==> config.mk <==
export PLATFORM = sky130hd
export DESIGN_NAME = fifo_hs_reader
export DESIGN_NICKNAME = d
export VERILOG_FILES = /design/src/rtl/fifo_pkg.sv /design/src/rtl/fifo_hs_reader.sv
export SDC_FILE = /design/constraint.sdc
export NUM_CORES = 1
export LEC_CHECK = 0
export CORE_ASPECT_RATIO = 1.25
export CORE_UTILIZATION = 35
export DETAILED_ROUTE_END_ITERATION = 7
export PLACE_DENSITY = 0.58
export SLEW_MARGIN = 40
export SYNTH_ARGS = -nofsm -noshare
export SYNTH_HDL_FRONTEND = slang
export SYNTH_SLANG_ARGS = --single-unit
==> constraint.sdc <==
create_clock -name clk -period 3.7 [get_ports clk]
set_clock_uncertainty 0.2 [all_clocks]
set_input_delay 0.74 -clock clk [delete_from_list [all_inputs] [get_ports clk]]
set_output_delay 0.74 -clock clk [all_outputs]
set_load 0.01 [all_outputs]
==> src/rtl/fifo_pkg.sv <==
// Shared sizing helpers for the handshake FIFO and the delay FIFOs.
package fifo_pkg;

    // Width of a read/write pointer into a power-of-two ring buffer.
    function automatic int ptr_w(input int depth);
        return $clog2(depth);
    endfunction

    // Width of an occupancy counter that must represent 0..depth inclusive.
    function automatic int cnt_w(input int depth);
        return ptr_w(depth) + 1;
    endfunction

endpackage

==> src/rtl/fifo_hs_reader.sv <==
// Ring-buffer FIFO with valid/ready handshake on both ports, first-word-fall-through
// head on q, occupancy count, almost-full flag and synchronous flush.
module fifo_hs_reader
    import fifo_pkg::*;
#(
    parameter int DEPTH     = 8,
    parameter int BITS      = 64,
    parameter int AFULL_LVL = 6
) (
    input  logic                      clk,
    input  logic                      rst_n,
    input  logic                      clr,
    input  logic                      in_valid,
    output logic                      in_ready,
    input  logic [BITS-1:0]           d,
    output logic                      out_valid,
    input  logic                      out_ready,
    output logic [BITS-1:0]           q,
    output logic [cnt_w(DEPTH)-1:0]   count,
    output logic                      almost_full
);

    localparam int PW = ptr_w(DEPTH);
    localparam int CW = cnt_w(DEPTH);

    logic [PW-1:0]   wr_ptr_q, wr_ptr_d;
    logic [PW-1:0]   rd_ptr_q, rd_ptr_d;
    logic [CW-1:0]   count_q, count_d;
    logic [BITS-1:0] mem_q [DEPTH];
    logic [BITS-1:0] mem_d [DEPTH];

    logic full;
    logic empty;
    logic push;
    logic pop;

    // Status flags come only from the registered count, never from the inputs.
    always_comb begin
        full        = (count_q == CW'(DEPTH));
        empty       = (count_q == '0);
        in_ready    = !full;
        out_valid   = !empty;
        almost_full = (count_q >= CW'(AFULL_LVL));
        count       = count_q;
        q           = mem_q[rd_ptr_q];
        push        = in_valid && !full;
        pop         = out_ready && !empty;
    end

    // Next-state for pointers, count and storage; flush overrides push and pop.
    always_comb begin
        wr_ptr_d = wr_ptr_q;
        rd_ptr_d = rd_ptr_q;
        count_d  = count_q;
        mem_d    = mem_q;
        if (clr) begin
            wr_ptr_d = '0;
            rd_ptr_d = '0;
            count_d  = '0;
            mem_d    = '{default: '0};
        end else begin
            if (push) begin
                mem_d[wr_ptr_q] = d;
                wr_ptr_d        = wr_ptr_q + PW'(1);
            end
            if (pop) begin
                rd_ptr_d = rd_ptr_q + PW'(1);
            end
            case ({push, pop})
                2'b10:   count_d = count_q + CW'(1);
                2'b01:   count_d = count_q - CW'(1);
                default: count_d = count_q;
            endcase
        end
    end

    // State registers; reset clears storage too so q reads zero afterwards.
    always_ff @(posedge clk or negedge rst_n) begin
        if (!rst_n) begin
            wr_ptr_q <= '0;
            rd_ptr_q <= '0;
            count_q  <= '0;
            mem_q    <= '{default: '0};
        end else begin
            wr_ptr_q <= wr_ptr_d;
            rd_ptr_q <= rd_ptr_d;
            count_q  <= count_d;
            mem_q    <= mem_d;
        end
    end

endmodule

==> flow_summary.yaml, run 1 <==
pwr:
  p_int_uw: 10900
  power_frac_comb: 0.244
  clockPowerShare: 0.360
  sw_frac_of_total: 0.301
  p_leak_uw: 0.0120
  vdd_drop_max_v: 0.000258
  pwr_density_cell_nw_per_um2: 529
  power_switching_uw: 4680
  seqPwrFrac: 0.396
global_routing:
  antenna_found_initial: 7
  grt_max_degree: 118
  grt_pass1_wl_um: 122000
  grt_usage: 0.224
  grt_pass1_vias: 19900
  overflow: 0
synth:
  yosysMostFrequentCell: "nand2_1"
  ys_types: 42
  synth_top_cell_area_share: 0.525
  synth_seq_cells: 522
  yosysSeqAreaShare: 0.525
  synth_edf_count: 0
  synth_common_cells: "nand2_1, dfrtp_1, a21oi_1, mux4_2, clkbuf_1"
  yosysWarnings: 0
  async_flop_share: 1.00
  avgSynthCellArea_um2: 9.60
  synthTopCellsByArea: "dfrtp_1, nand2_1, mux4_2, a21oi_1, mux2_2"
  synthCells: 2589
  ys.flop_type: "dfrtp_1"
  syn_area_um2: 24900
  synth_top_area_cell: "dfrtp_1"
  synth_fp_nets: 2662
placed_design:
  place_hpwl_um: 43100
  gp_congestion: 0.742
  placed_cells: 3468
  io_buffers: 139
  pre_cts_slack_ns: 0.359
worst_setup_path:
  cp-end-kind: "output port"
  cp-start-kind: "flop"
  crit_required_ns: 2.76
  arrival_ns: 2.66
  crit_type: "flop to output port"
  crit_fanout: 14
floorplan:
  die_y_um: 300
  start_util: 0.356
  fp.dieW_um: 240
  ios: 140
  coreArea_um2: 69900
  rows: 108
  die_area_um2: 72100
worst_hold_path:
  hp-class: "flop to flop"
clocking:
  clkSinkCount: 522
  cts_root_buf: "clkbuf_16"
  cts.htree.levels: 2
  path_clk_slew_ns: 0.07
  cts_inserted_buffers: 54
  clk_latency_ns: 0.61
  cts_tree: "done"
  clockBufferDepth: 3
detailed_routing:
  drtIter0Drc: 1814
  via_per_inst: 5.42
  via_count: 19400
  antenna_left: 0
  drcViolationCount: 0
  wl_per_cell_um: 22.2
  routed_wl_um: 79500
  first_pass_iters: 8
finish:
  area_growth_pct: 18.4
  drive_gt1_frac: 0.143
  finish.net_count: 2677
  n_fill_cell: 6703
  stdcell_count: 3584
timing:
  tightest_slew_ns: 0.901
  hold_violations: 0
  period_share: 0.972
  finalWorstSetupSlack_ns: 0.104
  rsz0062_at_grt: "no"
  holdWs_ns: 0.318
  max_freq_mhz: 278
  drv_slew: 0
  final-setup-viol-count: 0
  fin_crit_ns: 3.60
  relSlewSlack: 0.399
status:
  status: "finished, final reports clean"
flow_run:
  drv_cap: 0
[routing by layer]
layer,track usage,routed length (µm),up-vias
met5,0,57,-
met4,0.0846,2660,8
met3,0.0352,5420,166
met2,0.379,39700,710
met1,0.289,31700,9861
li1,-,-,8673
[area by class of cell]
| class | instances | area, µm² | share of cell area |
|---|---|---|---|
| flip-flops and latches | 522 | 13100 | 0.444 |
| multi-input cells | 1801 | 10700 | 0.364 |
| repair buffers | 221 | 2660 | 0.0902 |
| clock buffers | 86 | 1670 | 0.0568 |
| well taps | 935 | 1170 | 0.0397 |
| clock inverters | 11 | 126 | 0.00429 |
| inverters | 4 | 15.0 | 0.000510 |
| diodes | 4 | 10.0 | 0.000340 |
[worst max-delay path, stage by stage, from the launching register on]
cell,delay (ns)
dfrtp_4,0.46
buf_4,0.13
buf_12,0.12
buf_16,0.18
mux4_2,0.52
mux2_2,0.32
dlygate4sd2_1,0.30
[repair_timing]
action	in CTS	in global routing
setup buffers	9	1
hold buffers	1	0
setup endpoints to repair	58	5
pin swaps	0	0
cloned	5	0
hold endpoints to repair	71	0
resized for setup	69	6
[through the flow]
stage          total power (µW)  area (µm²)  utilization  TNS, ns
2_1_floorplan              8280       24900            -        0
3_3_place_gp               9770       27400        0.392        0
3_5_place_dp               9830       27400        0.392        0
4_1_cts                   15700       29400        0.421   -0.414
5_1_grt                   16200       29400        0.421        0
6_report                  15600       29400        0.421        0
[path summary, 6_finish.rpt]
kind / endpoint / start / slack (ns) / cells past startpoint
max: q[3] / rd_ptr_q[0] / 0.10 / 6
max in group asynchronous: mem_q[472] / rst_n / 1.65 / 4
max reg2reg: count[3] / count[0] / 0.68 / 7
min: mem_q[381] / mem_q[381] / 0.32 / 2
min reg2reg: mem_q[381] / mem_q[381] / 0.32 / 2
min in group asynchronous: mem_q[207] / rst_n / 0.53 / 2
[power groups by stage]
stage	sequential (µW)	combinational, µW	clock (µW)
finish	6160	3800	5600
global route	6190	4070	5930
CTS	6160	3860	5730
detailed placement	6260	3570	0
global placement	6240	3530	0
floorplan	6170	2120	0
[registers in the layout, summed over array words and instances (netlist names)]
name,count
mem_q,512
wr_ptr_q,3
count,4
rd_ptr_q,3
[cells by family after synthesis]
group / share of synthesized area
buffers and inverters: 0.0461
AOI/OAI and AO/OA: 0.108
DFF: 0.525
muxes: 0.146
xor gates and xnor gates: 0.00211
adders and majority gates: 0.00201
and+or+nand+nor: 0.171
[cell usage in the layout (no fill, tap or decap), types with 2 or more instances in the layout]
master / n
nand2_1: 1028
dfrtp_1: 519
a21oi_1: 515
mux4_2: 128
clkdlybuf4s50_1: 74
mux2_2: 63
dlygate4sd2_1: 59
clkbuf_16: 55
buf_12: 39
buf_4: 31
clkbuf_8: 18
clkbuf_1: 13
nor2_1: 10
buf_16: 9
nand4_4: 6
nor4_4: 6
clkinv_2: 6
diode_2: 4
xor2_1: 4
ha_1: 4
dlymetal6s2s_1: 4
mux2i_1: 3
buf_8: 3
dfrtp_4: 3
or4_1: 2
inv_1: 2
and4_2: 2
nand2b_1: 2
nor2b_1: 2
nand4_1: 2
nor3_1: 2
o21ai_0: 2
a211oi_1: 2
xnor2_1: 2
nand3_1: 2
bufinv_16: 2
Note: power is estimated with default switching activity, not from simulation.
==> inputs of run 2 (changes only) <==
- ABC_CLOCK_PERIOD_IN_PS: not set -> 3700
- CORE_UTILIZATION: 35 -> 56
- PLACE_DENSITY: 0.58 -> 0.82
==> flow_summary.yaml, run 2 (synthesized netlist as in run 1, its figures left out) <==
pwr:
  power_frac_comb: 0.238
  vdd_drop_max_v: 0.000404
  power_switching_uw: 4340
  power_uw: 14800
  sw_frac_of_total: 0.294
  p_leak_uw: 0.0120
  seqPwrFrac: 0.415
  p_int_uw: 10400
  pwr_density_cell_nw_per_um2: 517
  clockPowerShare: 0.347
finish:
  largest_reg_flops: 512
  area_growth_pct: 15.0
  multi_input_area_um2: 10700
  final_cell_mix: "nand2_1, dfrtp_1, a21oi_1, mux4_2, clkdlybuf4s50_1"
  n_fill_cell: 3247
  regMostFlops: "mem_q"
  finish.net_count: 2660
  seq_area_um2: 13100
  drive_gt1_frac: 0.135
  layout_commonest_cell: "nand2_1"
detailed_routing:
  first_pass_iters: 6
  drtIter0Drc: 2286
  routed_wl_um: 71900
  via_count: 20100
  antenna_left: 0
  via_per_inst: 6.30
  wl_per_cell_um: 22.5
  drcViolationCount: 0
global_routing:
  grt_pass1_vias: 20900
  grt_max_degree: 114
  overflow: 0
  antenna_found_initial: 2
  grt_pass1_wl_um: 113000
  grt_usage: 0.325
placed_design:
  gp_congestion: 0.817
  io_buffers: 139
  place_hpwl_um: 39300
  pre_cts_slack_ns: 0.365
worst_setup_path:
  crit_required_ns: 2.76
  crit_fanout: 16
  r2r-end: "count[3]"
  r2r_start: "count[0]"
  arrival_ns: 2.72
  cp-startpoint: "rd_ptr_q[0]"
  cp-start-kind: "flop"
  crit_type: "flop to output port"
  cp-end-kind: "output port"
  regToRegSetupSlack_ns: 0.85
  crit_end: "q[26]"
  crit_path_max_incr_delay_ns: 0.52
  critPathSlowestCell: "mux4_2"
  worstPathCellList: "buf_12, buf_16, mux4_2, mux2_2, clkdlybuf4s50_1"
  worstRegToRegCells: 8
clocking:
  clockBufferDepth: 3
  cts.htree.levels: 2
  clkSinkCount: 522
  cts_root_buf: "clkbuf_16"
  cts_inserted_buffers: 51
  path_clk_slew_ns: 0.06
  cts_tree: "done"
  clk_latency_ns: 0.60
floorplan:
  coreArea_um2: 43400
  start_util: 0.573
  fp.dieW_um: 190
  ios: 140
  rows: 85
  die_area_um2: 45200
  die_y_um: 238
timing:
  max_freq_mhz: 273
  relSlewSlack: 0.444
  tightest_slew_ns: 0.834
  hold_violations: 0
  finalWorstSetupSlack_ns: 0.0414
  drv_slew: 0
  fin_crit_ns: 3.66
  final-setup-viol-count: 0
  period_share: 0.989
worst_hold_path:
  worstHoldPathCells: 2
  hp-class: "flop to flop"
status:
  status: "finished, final reports clean"
flow_run:
  drv_cap: 0
## run 2: power groups by stage
| stage | combinational (µW) | sequential (µW) | clock (µW) |
|---|---|---|---|
| finish | 3520 | 6130 | 5130 |
| global route | 3740 | 6160 | 5390 |
| CTS | 3470 | 6130 | 5180 |
| detailed placement | 3370 | 6260 | 0 |
| global placement | 3310 | 6230 | 0 |
| floorplan | 2120 | 6170 | 0 |
## run 2: how the worst min path moves through the flow
stage | start | to
final | mem_q[345] | mem_q[345]
after global routing | mem_q[345] | mem_q[345]
after CTS | mem_q[345] | mem_q[345]
after detailed placement | mem_q[345] | mem_q[345]
after global placement | mem_q[261] | mem_q[261]
after floorplan | rst_n | count[0]
## run 2: worst max-delay path, delay by kind of cell, from the launching register on
kind,cells,cell delay [ns]
buffers and inverters,3,0.89
DFF,1,0.41
muxes,2,0.79
## run 2: per-layer routing
| layer | global-route usage | part of all wire |
|---|---|---|
| met5 | 0 | 0 |
| met4 | 0.193 | 0.056 |
| met3 | 0.0474 | 0.090 |
| met2 | 0.547 | 0.51 |
| met1 | 0.398 | 0.34 |
## run 2: repair_timing
| item | 4_1_cts | 5_1_grt |
|---|---|---|
| pin swaps | 1 | 0 |
| gates cloned | 1 | 1 |
| hold endpoints to repair | 55 | 0 |
| buffers inserted | 3 | 4 |
| setup endpoints to repair | 63 | 28 |
| gates resized for setup | 36 | 27 |
| hold buffers | 1 | 0 |
## run 2: final cells by class
type,count,area share
Antenna cell,2,0.000175
Sequential cell,522,0.457
Multi-Input combinational cell,1801,0.375
Tap cell,565,0.0247
Clock inverter,10,0.00412
Clock buffer,79,0.0529
Inverter,4,0.000525
Timing Repair Buffer,207,0.0854
## run 2: metrics by stage
step / hold slack [ns] / setup TNS (ns) / area (µm²) / utilization / instances
6_report: 0.319 / 0 / 28600 / 0.659 / 3190
3_5_place_dp: 0.312 / 0 / 26800 / 0.617 / 3089
3_3_place_gp: 0.305 / 0 / 26800 / 0.617 / 3089
5_1_grt: 0.332 / -0.00127 / 28600 / 0.659 / 3189
2_1_floorplan: 0.244 / 0 / 24900 / - / 2589
4_1_cts: 0.319 / -1.98 / 28500 / 0.656 / 3183
